<file path="config.mk">
export PLATFORM = sky130hd
export DESIGN_NAME = i2s_tx_param
export DESIGN_NICKNAME = d
export VERILOG_FILES = /design/src/rtl/i2s_tx_param.sv
export SDC_FILE = /design/constraint.sdc
export NUM_CORES = 1
export LEC_CHECK = 0
export ABC_CLOCK_PERIOD_IN_PS = 4300
export CAP_MARGIN = 10
export CELL_PAD_IN_SITES_DETAIL_PLACEMENT = 2
export CELL_PAD_IN_SITES_GLOBAL_PLACEMENT = 2
export CORE_MARGIN = 3
export CORE_UTILIZATION = 39
export DETAILED_ROUTE_END_ITERATION = 8
export GPL_TIMING_DRIVEN = 0
export PLACE_DENSITY_LB_ADDON = 0.25
export SKIP_CTS_REPAIR_TIMING = 1
export SYNTH_ARGS = -nofsm -noshare
export SYNTH_HDL_FRONTEND = slang
export SYNTH_SLANG_ARGS = --single-unit
</file>
<file path="constraint.sdc">
create_clock -name clk_sys -period 4.3 [get_ports clk_sys]
set_clock_uncertainty 0.1 [all_clocks]
set_input_delay 0.86 -clock clk_sys [delete_from_list [all_inputs] [get_ports clk_sys]]
set_output_delay 0.86 -clock clk_sys [all_outputs]
set_load 0.01 [all_outputs]
</file>
<file path="src/rtl/i2s_tx_param.sv">
// Parametrised I2S / left-justified stereo serializer with a one-entry sample holding register.
// Define I2S_TX_UNDERRUN_CNT_EN to add the saturating underrun_cnt output.
module i2s_tx_param #(
  parameter int AUDIO_DW = 16,
  parameter int SLOT_DW  = 16,
  parameter int DIV      = 24
) (
  input  logic                clk_sys,
  input  logic                reset_n,
  input  logic                fmt,
  input  logic                signed_sample,
  input  logic                in_valid,
  output logic                in_ready,
  input  logic [AUDIO_DW-1:0] left_chan,
  input  logic [AUDIO_DW-1:0] right_chan,
  output logic                sclk,
  output logic                lrclk,
  output logic                sdata,
  output logic                underrun
`ifdef I2S_TX_UNDERRUN_CNT_EN
  ,
  output logic [15:0]         underrun_cnt
`endif
);

  localparam int DIV_W = (DIV > 1) ? $clog2(DIV) : 1;
  localparam int IDX_W = $clog2(2 * SLOT_DW);
  localparam int PAD   = SLOT_DW - AUDIO_DW;
  localparam logic [DIV_W-1:0] DIV_LAST = DIV_W'(DIV - 1);
  localparam logic [IDX_W-1:0] IDX_LAST = IDX_W'(2 * SLOT_DW - 1);
  localparam logic [IDX_W-1:0] SLOT_N   = IDX_W'(SLOT_DW);

  // Offset-binary samples get their MSB flipped; the sample is left-aligned in the slot.
  function automatic logic [SLOT_DW-1:0] to_slot(input logic [AUDIO_DW-1:0] s, input logic sgn);
    logic [AUDIO_DW-1:0] v;
    v = s;
    v[AUDIO_DW-1] = s[AUDIO_DW-1] ^ ~sgn;
    return SLOT_DW'(v) << PAD;
  endfunction

  logic [DIV_W-1:0]    div_cnt_r;
  logic [IDX_W-1:0]    bit_idx_r;
  logic                sclk_r, lrclk_r, sdata_r, underrun_r, fmt_r, prev_bit_r;
  logic [SLOT_DW-1:0]  left_sr_r, right_sr_r;
  logic                hold_full_r, in_ready_r;
  logic [AUDIO_DW-1:0] hold_left_r, hold_right_r;

  logic                bit_en_s, fall_s, frame_start_s, right_slot_s, accept_s;
  logic                fmt_s, out_bit_s, sdata_nxt_s;
  logic [SLOT_DW-1:0]  load_left_s, load_right_s, cur_sr_s;

  assign bit_en_s      = (div_cnt_r == DIV_LAST);
  assign fall_s        = bit_en_s & sclk_r;
  assign frame_start_s = fall_s & (bit_idx_r == {IDX_W{1'b0}});
  assign right_slot_s  = (bit_idx_r >= SLOT_N);
  assign accept_s      = in_valid & in_ready_r;

  // Next serial bit: LJ sends the current shift MSB, I2S sends the bit delayed by one sclk.
  always_comb begin
    fmt_s        = fmt_r;
    load_left_s  = {SLOT_DW{1'b0}};
    load_right_s = {SLOT_DW{1'b0}};
    cur_sr_s     = left_sr_r;
    if (frame_start_s) begin
      fmt_s = fmt;
    end else begin
      fmt_s = fmt_r;
    end
    if (hold_full_r) begin
      load_left_s  = to_slot(hold_left_r, signed_sample);
      load_right_s = to_slot(hold_right_r, signed_sample);
    end else begin
      load_left_s  = {SLOT_DW{1'b0}};
      load_right_s = {SLOT_DW{1'b0}};
    end
    if (right_slot_s) begin
      cur_sr_s = right_sr_r;
    end else if (frame_start_s) begin
      cur_sr_s = load_left_s;
    end else begin
      cur_sr_s = left_sr_r;
    end
    out_bit_s = cur_sr_s[SLOT_DW-1];
    if (fmt_s) begin
      sdata_nxt_s = out_bit_s;
    end else begin
      sdata_nxt_s = prev_bit_r;
    end
  end

  // Bit-clock divider and sclk generation.
  always_ff @(posedge clk_sys or negedge reset_n) begin
    if (!reset_n) begin
      div_cnt_r <= {DIV_W{1'b0}};
      sclk_r    <= 1'b1;
    end else begin
      div_cnt_r <= bit_en_s ? {DIV_W{1'b0}} : div_cnt_r + DIV_W'(1);
      sclk_r    <= bit_en_s ? ~sclk_r : sclk_r;
    end
  end

  // Frame sequencing, shift registers and serial outputs, all updated on the sclk falling edge.
  always_ff @(posedge clk_sys or negedge reset_n) begin
    if (!reset_n) begin
      bit_idx_r  <= {IDX_W{1'b0}};
      lrclk_r    <= 1'b1;
      sdata_r    <= 1'b0;
      prev_bit_r <= 1'b0;
      fmt_r      <= 1'b0;
      underrun_r <= 1'b0;
      left_sr_r  <= {SLOT_DW{1'b0}};
      right_sr_r <= {SLOT_DW{1'b0}};
    end else begin
      underrun_r <= frame_start_s & ~hold_full_r;
      if (fall_s) begin
        bit_idx_r  <= (bit_idx_r == IDX_LAST) ? {IDX_W{1'b0}} : bit_idx_r + IDX_W'(1);
        lrclk_r    <= right_slot_s;
        sdata_r    <= sdata_nxt_s;
        prev_bit_r <= out_bit_s;
        if (frame_start_s) begin
          fmt_r      <= fmt;
          left_sr_r  <= load_left_s << 1;
          right_sr_r <= load_right_s;
        end else if (right_slot_s) begin
          right_sr_r <= right_sr_r << 1;
        end else begin
          left_sr_r  <= left_sr_r << 1;
        end
      end
    end
  end

  // Holding register; an accept can only occur while empty, so a same-cycle load sees it empty.
  always_ff @(posedge clk_sys or negedge reset_n) begin
    if (!reset_n) begin
      hold_full_r  <= 1'b0;
      in_ready_r   <= 1'b1;
      hold_left_r  <= {AUDIO_DW{1'b0}};
      hold_right_r <= {AUDIO_DW{1'b0}};
    end else begin
      if (accept_s) begin
        hold_full_r  <= 1'b1;
        hold_left_r  <= left_chan;
        hold_right_r <= right_chan;
      end else if (frame_start_s) begin
        hold_full_r  <= 1'b0;
      end
      in_ready_r <= ~(accept_s | (hold_full_r & ~frame_start_s));
    end
  end

`ifdef I2S_TX_UNDERRUN_CNT_EN
  logic [15:0] underrun_cnt_r;

  // Saturating count of frames started without a held sample.
  always_ff @(posedge clk_sys or negedge reset_n) begin
    if (!reset_n) begin
      underrun_cnt_r <= 16'h0000;
    end else if (frame_start_s && !hold_full_r && (underrun_cnt_r != 16'hFFFF)) begin
      underrun_cnt_r <= underrun_cnt_r + 16'h0001;
    end else begin
      underrun_cnt_r <= underrun_cnt_r;
    end
  end

  assign underrun_cnt = underrun_cnt_r;
`endif

  assign in_ready = in_ready_r;
  assign sclk     = sclk_r;
  assign lrclk    = lrclk_r;
  assign sdata    = sdata_r;
  assign underrun = underrun_r;

endmodule

</file>
# --- Yosys cells after proc, flatten, opt, wreduce, memory -nomap -nowiden ---
# Index checks and enable logic that the tools add are counted.
totals:
  register_bits: 82
  input_bits: 37
  output_inout_bits: 5
  word_cells: 52
op_classes:
  n_addsub: 2
  order_cmp: 1
  n_eq_ne: 3
  muxes: 14
  bitwise_logic: 13
  reduce_logical: 5
ops:
  columns: ["operator", "n"]
  rows:
  - ["$mux 16", 8]
  - ["$add 5x1->5 const B", 2]
  - ["$eq 5x5->1 const B", 2]
  - ["$mux 5", 2]
  - ["$and 1x1->1", 5]
  - ["$ge 5x5->1 const B", 1]
  - ["$logic_not 5->1", 1]
  - ["$not 1->1", 5]
  - ["$mux 1", 4]
  - ["$reduce_and 2->1", 2]
  - ["$reduce_bool 2->1", 2]
  - ["$ne 2x2->1 const B", 1]
  - ["$xor 1x1->1", 2]
  - ["$or 1x1->1", 1]

# --- Logic depth before layout (Yosys ltp) ---
# Gate-level depths: netlist of the first run.
depth:
  ltp_word: 7
  ltp_mapped: 9
  depth_no_buf: 7

# --- Least setup slack after synthesis of the first run ---
# Ideal clock, no wire load.
synth_path:
  path_type: "register to register"
  from: "register bit_idx_r[0]"
  to: "register sdata_r, in the netlist sdata"
  setup_ps: 122
  arrival_ps: 1801
  required_ps: 4078
  slack_ps: 2277
  stages_incl_launch_ff: 8
  path_buffers: 0
  synth_period_minus_slack_ps: 2023
  cell_sequence: "dfrtp_1 > inv_1 > ha_1 > or4b_4 > o31a_1 > a311oi_1 > or3_1 > a21oi_1"
synth_between:
  elab_chain_len: 5
  word_cells_on_any_way: 7
  cone_classes: "order compare (1); mux (4); bitwise (1); reduce/logical (1)"
synth_rtl:
  columns: ["item", "line", "text"]
  rows:
  - ["from (decl)", "42", "logic [IDX_W-1:0] bit_idx_r;"]
  - ["from (signal assigned)", "105", "bit_idx_r <= {IDX_W{1'b0}};"]
  - ["from (signal assigned)", "116", "bit_idx_r <= (bit_idx_r == IDX_LAST) ? {IDX_W{1'b0}} : bit_idx_r + IDX_W'(1);"]
  - ["branches (longest 4 deep; another with $ge 5x5->1)", null, null]
  - ["$mux 1 *", "84", "if (fmt_s) begin"]
  - ["to (signal assigned)", "118", "sdata_r <= sdata_nxt_s;"]
  - ["to (decl)", "43", "logic sclk_r, lrclk_r, sdata_r, underrun_r, fmt_r, prev_bit_r;"]
# Every way passes the cells marked *.
# A chain may end at the register's enable or synchronous reset.

# --- Final worst setup path of the first run ---
layout_path:
  from: "register div_cnt_r[0]"
  to: "register left_sr_r[8]"
layout_between:
  elab_chain_len: 5
  word_cells_on_any_way: 6
  cone_classes: "eq/ne (2); mux (1); bitwise (2); reduce/logical (1)"
layout_rtl:
  columns: ["item", "line", "text"]
  rows:
  - ["from (decl)", "41", "logic [DIV_W-1:0] div_cnt_r;"]
  - ["from (signal assigned)", "94", "div_cnt_r <= {DIV_W{1'b0}};"]
  - ["from (signal assigned)", "97", "div_cnt_r <= bit_en_s ? {DIV_W{1'b0}} : div_cnt_r + DIV_W'(1);"]
  - ["$eq 5x5->1 *", "52", "assign bit_en_s = (div_cnt_r == DIV_LAST);"]
  - ["$and 1x1->1 *", "53", "assign fall_s = bit_en_s & sclk_r;"]
  - ["$and 1x1->1", "54", "assign frame_start_s = fall_s & (bit_idx_r == {IDX_W{1'b0}});"]
  - ["$ne 2x2->1 (no source line)", null, null]
  - ["$reduce_and 2->1 (no source line)", null, null]
  - ["to (signal assigned)", "111", "left_sr_r <= {SLOT_DW{1'b0}};"]
  - ["to (signal assigned)", "122", "left_sr_r <= load_left_s << 1;"]
  - ["to (signal assigned)", "127", "left_sr_r <= left_sr_r << 1;"]
  - ["to (decl)", "44", "logic [SLOT_DW-1:0] left_sr_r, right_sr_r;"]
# Mark *: on every way between the ends. The rest lies on a longest branch, timed or not.

==> reports/results.txt, run 1 <==
The combined buffer and inverter count along the critical path was 3; the number of flops mapped to enable cells by yosys was 0. Nature of the critical path startpoint: a flop. The analysis attributes to cell leakage a power of 1.96 nW. The total number of yosys warnings came out at 0.

The internal power of the cells totals 1.11 mW. In this run the core area contains 33 standard-cell rows. For the number of unique standard cell types used by synthesis, the log shows 36.

TritonCTS built the clock tree. The shortest period the worst path allows was 2.58 ns; the post-layout instance count excluding filler cells was 475. dfrtp_1 is the most common cell in the netlist. The post-synthesis async set-or-reset flop share was 100%; the ratio of final minimum period to clock period was 60.1%.

The first TritonRoute pass finished after 4 iterations. Synthesized area per cell: 11.2 um2. Setup repair after global routing left no endpoint under its margin. Headroom to the max-slew limit came out at 53.9%. The first global-routing pass estimated 15000 um of wire.

The violation count after the first detailed-routing iteration is 62. The count of final max-slew check failures was 0; the critical path depth was 8. The synthesized design contains 81 register bits.

DRC violations left: 0. The worst hold path belongs to the class input port to asynchronous set/reset pin. Entering global routing, the biggest net connects 62 pins.

Detailed placement ended at an HPWL of 6070 um. After routing, the total negative slack on setup checks comes to 0 ns. Summed over all layers, the global routing overflow is 0.

The number of antenna violations at the first check in global routing was 0. Once placement completed, the tool counted placed cells totaling 459. The area growth from synthesis to layout is 21.6%.

Measured along the y axis, the die boundary spans 101 um. The clock-pin slew reported for the worst setup and hold paths after clock tree synthesis was 0.09 ns; the maximum clock path buffer count was 2. The flow ran to the end, and the final reports show no timing, DRC or antenna violations. The share of total power dissipated in combinational logic is 7.0%.

Traced cell by cell, the critical path runs through ha_1 -> and4b_1 -> clkbuf_1 -> nand3_1 -> clkbuf_1 -> buf_2 -> nand2_1 -> a31oi_1. Cells with a size suffix above 1 make up 17.3% of the layout. The logs give 58.1% for the register area share after synthesis and 0.387 GHz for the timing-limited maximum frequency. The signal arrival time at the worst endpoint was 2.75 ns.

The number of nets at the end of the flow is 406, and the register share of total power is 55.1%. The count of endpoints failing hold in the final timing report is 0. The tools report the post-route worst hold slack as 0.294 ns. The vias after detailed routing is 2573, and the pin slew with the least headroom to its limit is 0.691 ns.

Setup violations remaining at the end of the flow were counted as 0. During I/O placement, the number of pins put on the boundary was 42. The clock sink count is 81.

By area the synthesized netlist is led by dfrtp_1 56%, mux2_2 12%, nand3_1 4.6%. The via count of the first global-routing pass was 2895; the TritonCTS buffer count was 9. IR analysis of the VDD net gives a maximum drop of 0.000183 V. Across all setup checks in the final design, the least slack found is 1.72 ns. The logs give 19.2% for the global routing usage summed across all routing layers and 0.00846 mm2 for the core box area. On the critical path, the stage with the largest delay is an instance of clkbuf_1. The critical path is of the flop to flop type. Timing analysis after detailed placement gives a worst setup slack of 1.62 ns.

The floorplan step set the die width to 101 um. The detail route stage leaves a number of antenna-violating nets equal to 0. The most used flip-flop cell after synthesis is dfrtp_1. Counting stages on the worst path, the most repeated cell is clkbuf_1.

Net switching is 22.9% of the power. The fraction of post-synthesis cell area in the top cell type by area works out to 55.8%. For this design the ratio of total power to cell area is 338 mW/mm2. Most area-hungry cell type in the Yosys netlist: dfrtp_1. CTS built an H-tree with a depth of 3. The mean routed wirelength per cell was 18.3 um; the maximum fanout encountered on the critical timing path was 10.

The worst-case reg-to-reg path depth works out to 8. The tools report the worst flop-to-flop path endpoint as left_sr_r[8]$_DFFE_PN0P_. Slack of the worst reg-to-reg path: 1.72 ns. The tools report the area of the die as 0.0101 mm2. The root buffer cell chosen for the clock tree is clkbuf_8. Number of inserted filler cells in the final layout: 873.

Grouping stages by cell kind, the critical path spends the most delay in buffers and inverters. For this block, the routed nets add up to 8670 um of wire. Overall power consumption after layout is estimated at 1.44 mW. The run gives 0 as the count of antenna diodes in the layout.

The commonest cells after synthesis are 78 x dfrtp_1, 36 x mux2_2, 35 x nand2_1. The later pin in the worst-skew pair is clocked with a latency of 0.35 ns. The routability congestion estimate is 0.748. Registers take 0.00203 mm2.

Summing every instance area after synthesis gives 0.00350 mm2. Summed over all nets, the switching power comes to 329 uW. The startpoint identified for the worst register-to-register timing path is div_cnt_r[0]$_DFF_PN0_. The initial utilization of the core area, before any placement, comes to 41.3%. In the final layout, the multi-input gates occupy 0.00135 mm2.

The number of violations of the max-capacitance limit is 0. The worst path required time is 4.46 ns, and the delay of the slowest critical-path stage is 0.45 ns. The number of nets in the synthesized netlist is 353. Vias per cell: 5.42. Part of the total power dissipated in the clock network: 38.0%. The count of buffers added on input and output ports is 41. The worst setup path is captured at a flop.

After technology mapping, the gate count stands at 312.
routing by layer:
metal | track usage, % | routed length [um]
met5 | 0 | 0
met4 | 5.91 | 127
met3 | 4.36 | 258
met2 | 31.2 | 4310
met1 | 25.5 | 3980
power groups by stage:
stage                     clock network [mW]  logic, mW  registers [mW]
after floorplan                            0     0.0381           0.803
after global placement                     0     0.0958           0.805
after detailed placement                   0      0.103           0.806
after CTS                              0.562      0.103           0.790
after global routing                   0.607      0.111           0.793
final                                  0.545      0.100           0.790
cell families after synthesis:
| logic type | after synthesis | share of synthesized area (%) |
|---|---|---|
| AO/OA/AOI/OAI | 60 | 10.9 |
| XOR/XNOR | 4 | 1.00 |
| adder cells (fa/ha/maj) | 4 | 1.43 |
| buffers and inverters | 28 | 3.36 |
| flip-flops | 81 | 58.1 |
| multiplexers | 37 | 11.9 |
| AND/OR/NAND/NOR | 98 | 13.4 |
through the flow:
| stage | cell area (um2) | util (%) |
|---|---|---|
| after floorplan | 3500 | - |
| after global placement | 4040 | 47.7 |
| after detailed placement | 4060 | 48.0 |
| after CTS | 4250 | 50.2 |
| after global routing | 4250 | 50.2 |
| final | 4250 | 50.2 |
sequential cells by signal (all words and copies together), names as in the netlist:
signal and cells:
bit_idx_r 5, div_cnt_r 5, fmt_r 1, hold_full_r 1
hold_left_r 16, hold_right_r 16, in_ready 1, left_sr_r 15
lrclk 1, prev_bit_r 1, right_sr_r 16, sclk 1
sdata 1, underrun 1
placed cells by master (no fill, tap or decap), types with 2 or more instances in the layout:
master	count
dfrtp_1	78
inv_1	7
buf_2	4
a21oi_1	20
and3_1	2
clkbuf_8	9
a21o_1	14
nor2_1	18
buf_1	3
nand2_1	35
ha_1	4
nand3_1	32
clkdlybuf4s50_1	40
o21ai_0	4
clkbuf_1	14
a31oi_1	14
xnor2_1	3
or3_1	2
dfstp_2	3
clkinv_2	2
a211oi_1	2
buf_4	3
mux2_2	36
a32o_1	2
worst register-to-register path, delay by kind of cell, from the launching register on:
family                   cells  cell delay, ns
adder cells (fa/ha/maj)      1            0.28
AO/OA/AOI/OAI                1            0.19
flip-flops                   1            0.40
AND/OR/NAND/NOR              3            0.55
buffers and inverters        3            0.97
how the worst max path moves through the flow:
stage | from | end | slack (ns)
final | div_cnt_r[0]$_DFF_PN0_ | left_sr_r[8]$_DFFE_PN0P_ | 1.72
after global placement | reset_n | hold_left_r[12]$_DFFE_PN0P_ | -0.71
after global routing | div_cnt_r[0]$_DFF_PN0_ | left_sr_r[12]$_DFFE_PN0P_ | 1.50
after detailed placement | in_valid | hold_right_r[11]$_DFFE_PN0P_ | 1.62
after CTS | div_cnt_r[0]$_DFF_PN0_ | left_sr_r[8]$_DFFE_PN0P_ | 1.69
after floorplan | bit_idx_r[0]$_DFFE_PN0P_ | sdata$_DFFE_PN0P_ | 2.28
final cells by class:
type	count	share of cell area, %
clock buffers	11	3.09
inverters	7	0.618
flip-flops and latches	81	47.8
well taps	105	3.09
repair buffers	42	10.2
clock inverters	5	1.32
plain buffers	21	2.15
multi-input cells	203	31.7
Note: power is estimated with default switching activity, not from simulation.
==> inputs of run 2 (changes only) <==
ABC_CLOCK_PERIOD_IN_PS = 2200   (was 4300)
CORE_UTILIZATION = 33   (was 39)
clock period = 2.2 ns   (was 4.3 ns; I/O delays follow)
==> reports/results.txt, run 2 (synthesis gave the netlist of run 1 again) <==
The tools report the signal arrival time at the worst endpoint as 2.53 ns (-0.22 ns). The placement row count was 36 (+9.1%); the number of levels the H-tree was split into was 3 (unchanged). The count of TritonRoute iterations in the first routing pass was 4 (unchanged). TritonCTS built the clock tree. The maximum vdd ir drop was 0.000354 V (+93%); the effective utilization at floorplan was 34.8% (-6.5 points). The worst-path cell with the longest stage delay is or4b_4. For the core box area, the log shows 0.0100 mm2 (+19%). The maximum fanout encountered on the critical timing path is 5 (-5), and the routability congestion estimate is 0.724 (-3.2%). The tools report the worst path required time as 2.36 ns (-2.10 ns).

The startpoint-to-endpoint class of the critical path is flop to flop. The floorplan die width is 109 um (+8.2%), and the ratio of final minimum period to clock period is 108% (+48 points). The TritonCTS buffer count is 9 (unchanged), and the reported leakage power is 2.03 nW (+3.5%).

The maximum clock path buffer count is 2 (unchanged). The clock insertion delay at the later pin of the skew report was 0.36 ns (about the same); the die height was 109 um (+8.2%). The wire length of the first global-routing pass was 14900 um (-0.46%); the global-route met2 utilization was 27.3% (-4.0 points). The timing-limited maximum frequency was 0.421 GHz (+8.7%).

For the area of the die, the log shows 0.0119 mm2 (+17%). The HPWL after detailed placement is 6400 um (+5.4%). Setup repair after global routing could not meet its margin everywhere.

For the violation count after the first detailed-routing iteration, the log shows 86 (+39%). The power density of the placed cells is 591 mW/mm2 (+75%), and the final critical-path setup slack is -0.175 ns (-1.89 ns). The final sum of negative setup slack is -2.51 ns (-2.51 ns), and the count of endpoints failing hold in the final timing report is 0 (unchanged). The vias after detailed routing was 2650 (+3.0%); the clock sink count was 81 (unchanged). The number of nets at the end of the flow came out at 415 (+2.2%).

For the routed wire length, the log shows 10200 um (+17%). The via count of the first global-routing pass came out at 2922 (+0.93%). CTS placed an instance of clkbuf_8 at the clock tree root. The checks that failed: setup timing. The worst setup slack before clock tree synthesis is -0.346 ns (-1.96 ns), and the met1 track demand over resource in global routing is 21.2% (-4.3 points). The area of all placed cells without fillers was 0.00466 mm2 (+9.5%); the maximum number of pins on one net before global-route repair was 49 (-21%). The fraction of layout cells with a size suffix above 1 came out at 32.5% (+15 points). The pin slew with the least headroom to its limit is 0.803 ns (+0.112 ns). Leaving out fill and tap cells, the most frequent cell in the layout is dfrtp_1. The worst setup path is launched from a flop. The run gives 42 (unchanged) as the total I/O pin count. The tools report the setup-violating endpoint count in the final report as 26 (+26).

In the final layout, the registers with the most flip-flops are hold_left_r x16, hold_right_r x16, right_sr_r x16. Layout overhead on the synthesized area: 33.1%. The worst setup path is captured at a flop. Delay of the slowest critical-path stage: 0.50 ns (+0.05 ns). Traced cell by cell, the critical path runs through inv_2 -> ha_4 -> or4b_4 -> nor3_4 -> buf_6 -> clkbuf_16 -> nand3_2 -> a31oi_1. The number of violations of the max-capacitance limit was 0 (unchanged). In this design, the largest share of critical-path delay is due to simple AND/OR/NAND/NOR gates. The number of antenna violations at the first check in global routing was 0 (unchanged); the combined buffer and inverter count along the critical path was 3 (unchanged). The total congestion overflow after global routing is 0 (unchanged). In this run the most used layer during global routing was met2. DRC violations left: 0 (unchanged).

The post-placement cell area came out at 0.00410 mm2 (+0.86%). The run finished, with violations left. The count of port buffers added during placement was 41 (unchanged); the relative slew slack was 46.4% (-7.5 points). Remaining antenna violation count: 0 (unchanged).

For the count of antenna diodes in the layout, the log shows 0 (unchanged). The global routing usage summed across all routing layers was 16.3% (-2.9 points); the mean routed wirelength per cell was 19.9 um (+8.9%). The vias per cell is 5.18 (-4.5%), and the clock-pin slew reported for the worst setup and hold paths after clock tree synthesis is 0.09 ns (about the same). The shortest period the worst path allows was 2.37 ns (-0.208 ns); the count of final max-slew check failures was 0 (unchanged).

In the layout the commonest cells are 78 x dfrtp_1, 40 x clkdlybuf4s50_1, 36 x mux2_2, 35 x nand2_1, 19 x nand3_2. The tools report the fraction of met3 tracks used by global routing as 4.26% (-0.097 points). The class of the most critical hold timing path was flop to flop.
## run 2: cell count changes in the layout (fill, tap and decap cells not counted), moves of 4 or more
cell	previous run	this run
clkbuf_1	14	7
nand3_4	0	4
nand3_2	0	19
nand3_1	32	9
a21oi_2	0	13
a21oi_1	20	7
buf_6	0	4
## run 2: stage by stage
stage | power [mW] | std cells | util, % | hold WS (ns)
3_3_place_gp | 1.77 | 486 | 40.6 | 0.359
3_5_place_dp | 1.78 | 487 | 40.8 | 0.342
6_report | 2.75 | 512 | 46.4 | 0.386
5_1_grt | 2.87 | 512 | 46.4 | 0.409
4_1_cts | 2.77 | 503 | 42.5 | -0.0493
2_1_floorplan | 1.64 | 312 | - | 0.0444
## run 2: report_power, final
| part | switching (mW) | total (mW) | leakage, nW | internal [mW] |
|---|---|---|---|---|
| clock | 0.578 | 0.990 | 0.0749 | 0.412 |
| combinational | 0.0918 | 0.207 | 0.893 | 0.116 |
| sequential | 0.0261 | 1.55 | 1.07 | 1.53 |
| total | 0.696 | 2.75 | 2.03 | 2.05 |
## run 2: layout make-up
| type | count | area [um2] |
|---|---|---|
| Buffer | 20 | 119 |
| Clock buffer | 10 | 128 |
| Clock inverter | 6 | 43.8 |
| Fill cell | 1020 | 5390 |
| Inverter | 7 | 26.3 |
| Multi-Input combinational cell | 203 | 1590 |
| Sequential cell | 81 | 2030 |
| Tap cell | 133 | 166 |
| Timing Repair Buffer | 52 | 551 |
## run 2: per-layer routing
layer  up-vias  wire (um)
li1       1218          -
met1      1379       4480
met2        46       5360
met3         7        272
met4         0         64
met5         -          0
## run 2: worst paths after layout
check | from | endpoint | slack, ns | cells past startpoint
min reg2reg | right_sr_r[9]$_DFFE_PN0P_ | right_sr_r[9]$_DFFE_PN0P_ | 0.39 | 1
min in group asynchronous | reset_n | hold_right_r[15]$_DFFE_PN0P_ | 0.49 | 2
max in group asynchronous | reset_n | in_ready$_DFF_PN1_ | 0.84 | 3
max | bit_idx_r[0]$_DFFE_PN0P_ | left_sr_r[12]$_DFFE_PN0P_ | -0.17 | 8
min | right_sr_r[9]$_DFFE_PN0P_ | right_sr_r[9]$_DFFE_PN0P_ | 0.39 | 1
max reg2reg | bit_idx_r[0]$_DFFE_PN0P_ | left_sr_r[12]$_DFFE_PN0P_ | -0.17 | 8
## run 2: worst reg2reg max path, stage by stage (launching register included)
cell and delay [ns]:
dfrtp_1 0.43, inv_2 0.10, ha_4 0.12, or4b_4 0.50
nor3_4 0.34, buf_6 0.19, clkbuf_16 0.16, nand3_2 0.08
a31oi_1 0.26
==> inputs of run 3 (changes only) <==
SKIP_CTS_REPAIR_TIMING = not set   (was 1)
==> reports/results.txt, run 3 (synthesis gave the netlist of run 1 again) <==
The area of the die came out at 0.0119 mm2 (unchanged). The global routing usage summed across all routing layers is 16.8% (+0.52 points), and the layout overhead on the synthesized area is 31.9%. The run gives 514 (+0.39%) as the post-layout instance count excluding filler cells. The HPWL after detailed placement is 6400 um (unchanged), and the internal power of the cells is 2.05 mW (about the same). The delay of the slowest critical-path stage was 0.49 ns (about the same). The tools report the core box area as 0.0100 mm2 (unchanged).

The critical path goes through inv_2 -> ha_4 -> or4b_4 -> nor3_4 -> buf_6 -> clkbuf_16 -> nand3_2 -> a31oi_1. The number of levels the H-tree was split into is 3 (unchanged), and the remaining antenna violation count is 0 (unchanged). The run gives 0 (unchanged) as the count of antenna diodes in the layout.

The slack of the worst reg-to-reg path came out at -0.05 ns (+0.13 ns). The power density of the placed cells works out to 595 mW/mm2 (+0.75%). The mean routed wirelength per cell is 18.9 um (-4.8%). TritonCTS built the clock tree. The final reports fail on setup timing. The tools report the source of the worst register-to-register timing path as bit_idx_r[0]$_DFFE_PN0P_.

The placement row count is 36 (unchanged), and the pin slew with the least headroom to its limit is 0.708 ns (-0.0958 ns). Setup repair after global routing could not meet its margin everywhere. The logs give 0.36 ns (about the same) for the clock insertion delay at the later pin of the skew report and 81 (unchanged) for the clock sink count.

The number of violations of the max-capacitance limit came out at 0 (unchanged). Among all stages on the critical path, the largest delay is contributed by or4b_4. The critical path depth was 8 (unchanged); the combined area of the multi-input logic cells was 0.00152 mm2 (-4.8%). The tools report the total congestion overflow after global routing as 0 (unchanged).

The run gives 0 (unchanged) as the count of final max-slew check failures. The count of endpoints failing hold in the final timing report came out at 0 (unchanged). The routability congestion estimate was 0.724 (unchanged); the combined flip-flop and latch cell area was 0.00203 mm2 (unchanged). The largest registers in the layout are hold_left_r x16, hold_right_r x16, right_sr_r x16. The number of instances in the placed design came out at 487 (unchanged). The run gives 1011 (-0.88%) as the number of inserted filler cells in the final layout. The signal arrival time at the worst endpoint is 2.41 ns (-0.12 ns), and the die height is 109 um (unchanged). The switching power of the nets was 691 uW (-0.68%). The root buffer cell chosen for the clock tree is clkbuf_8. The logs give 0 (unchanged) for the DRC violations left and -0.0499 ns (+0.125 ns) for the final critical-path setup slack. The worst flop-to-flop path endpoint is left_sr_r[12]$_DFFE_PN0P_. The reported leakage power is 2.04 nW (+0.34%), and the count of port buffers added during placement is 41 (unchanged).

The logs give 417 (+0.48%) for the number of nets at the end of the flow and 0.000359 V (+1.4%) for the maximum vdd ir drop. The via count of the first global-routing pass was 2964 (+1.4%); the switching part of the total was 25.2% (-0.12 points). Worst setup slack before clock tree synthesis: -0.346 ns (unchanged).

The TritonCTS buffer count came out at 9 (unchanged). The run finished, with violations left. The run gives 34.8% (unchanged) as the effective utilization at floorplan. Vias per cell: 5.14 (-0.73%).

Leaving out fill and tap cells, the most frequent cells in the layout are 78 x dfrtp_1, 40 x clkdlybuf4s50_1, 36 x mux2_2, 35 x nand2_1, 18 x nor2_1. Combined buffer and inverter count along the critical path: 3 (unchanged). The run gives 49 (unchanged) as the maximum number of pins on one net before global-route repair.

The critical path starts at bit_idx_r[0]$_DFFE_PN0P_. The relative slew slack was 52.8% (+6.4 points); the clock-pin slew reported for the worst setup and hold paths after clock tree synthesis was 0.09 ns (about the same). The startpoint-to-endpoint class of the critical path is flop to flop. The setup-violating endpoint count in the final report is 5 (-81%). The run gives 15400 um (+3.5%) as the wire length of the first global-routing pass. The floorplan die width works out to 109 um (unchanged). The vias after detailed routing was 2641 (-0.34%); the shortest period the worst path allows was 2.25 ns (-0.125 ns).

Timing-limited maximum frequency: 0.444 GHz (+5.6%). The tools report the nature of the critical path endpoint as a flop. The logs give 9730 um (-4.4%) for the routed wire length and 65 (-24%) for the violation count after the first detailed-routing iteration. The tools report the number of antenna violations at the first check in global routing as 0 (unchanged). The ratio of final minimum period to clock period was 102% (-5.7 points); the worst-case reg-to-reg path depth was 8 (unchanged). The maximum clock path buffer count came out at 2 (unchanged). The fraction of layout cells with a size suffix above 1 is 29.4% (-3.1 points), and the count of TritonRoute iterations in the first routing pass is 4 (unchanged).

For the total I/O pin count, the log shows 42 (unchanged). The tools report the register share of total power as 56.5% (about the same). In this run the worst setup path terminates at left_sr_r[12]$_DFFE_PN0P_. STA classifies the critical path startpoint as a flop.

Maximum fanout encountered on the critical timing path: 5 (unchanged). The path class of the tightest hold or removal check is flop to flop. The run gives 7.4% (about the same) as the share of power burned in combinational logic.

Leaving out fill and tap cells, the most frequent cell in the layout is dfrtp_1. Dominant delay contributor by cell family on the critical path: simple AND/OR/NAND/NOR gates. The part of the total power dissipated in the clock network was 36.1% (about the same).

For the worst path required time, the log shows 2.36 ns (about the same).
[run 3: cell types whose count changed in the layout (fill, tap and decap cells not counted), moves of 2 or more]
| cell | before | now |
|---|---|---|
| a21oi_2 | 13 | 6 |
| nand3_2 | 19 | 14 |
| a21oi_1 | 7 | 14 |
| nand3_1 | 9 | 16 |
| buf_4 | 6 | 9 |
| nand3_4 | 4 | 2 |
[run 3: how the worst min path moves through the flow]
stage / from / endpoint / slack, ns / cells after the start
5_1_grt: right_sr_r[5]$_DFFE_PN0P_ / right_sr_r[5]$_DFFE_PN0P_ / 0.40 / 1
2_1_floorplan: reset_n / bit_idx_r[0]$_DFFE_PN0P_ / 0.04 / 0
3_5_place_dp: reset_n / bit_idx_r[3]$_DFFE_PN0P_ / 0.34 / 1
4_1_cts: right_sr_r[4]$_DFFE_PN0P_ / right_sr_r[4]$_DFFE_PN0P_ / 0.39 / 1
6_report: div_cnt_r[0]$_DFF_PN0_ / div_cnt_r[0]$_DFF_PN0_ / 0.38 / 1
3_3_place_gp: right_sr_r[6]$_DFFE_PN0P_ / right_sr_r[6]$_DFFE_PN0P_ / 0.36 / 1
[run 3: repair_timing]
item,4_1_cts,5_1_grt
cloned,1,1
gates resized for setup,25,31
buffers inserted,5,4
endpoints found under the hold margin,31,0
pin swaps,12,18
hold buffers,1,0
endpoints found under the setup margin,37,31
[run 3: power groups by stage]
stage | registers [mW] | logic [mW] | clock network, mW
2_1_floorplan | 1.57 | 0.0746 | 0
3_3_place_gp | 1.58 | 0.190 | 0
3_5_place_dp | 1.58 | 0.204 | 0
4_1_cts | 1.55 | 0.207 | 1.02
5_1_grt | 1.55 | 0.225 | 1.09
6_report | 1.55 | 0.203 | 0.991
[run 3: cell type report]
type,count,area share [%]
clock inverters,6,0.950
well taps,133,3.61
flip-flops and latches,81,44.0
multi-input cells,203,32.9
plain buffers,20,2.69
inverters,7,0.570
repair buffers,54,12.5
clock buffers,10,2.77
[run 3: through the flow]
step	hold WS (ns)	util (%)	setup TNS, ns	cell area, um2	total power, mW
after global routing	0.405	45.9	-1.99	4610	2.87
final	0.379	45.9	-0.0916	4610	2.74
after global placement	0.359	40.6	-205.86	4070	1.77
after detailed placement	0.342	40.8	-7.86	4100	1.78
after CTS	0.388	44.2	-0.118	4440	2.78
after floorplan	0.0444	-	0	3500	1.64
[run 3: layer usage]
| layer | vias up | global-route usage, % | part of all wire [%] |
|---|---|---|---|
| li1 | 1222 | - | - |
| met1 | 1366 | 22.3 | 45 |
| met2 | 40 | 27.9 | 51 |
| met3 | 13 | 3.37 | 2.4 |
| met4 | 0 | 4.69 | 1.6 |
| met5 | - | 0 | 0 |
[run 3: worst reg2reg max path, stage by stage, from the launching register on]
cell and delay, ns:
dfrtp_1 0.40, inv_2 0.09, ha_4 0.13, or4b_4 0.49, nor3_4 0.25, buf_6 0.21, clkbuf_16 0.17, nand3_2 0.08
a31oi_1 0.25
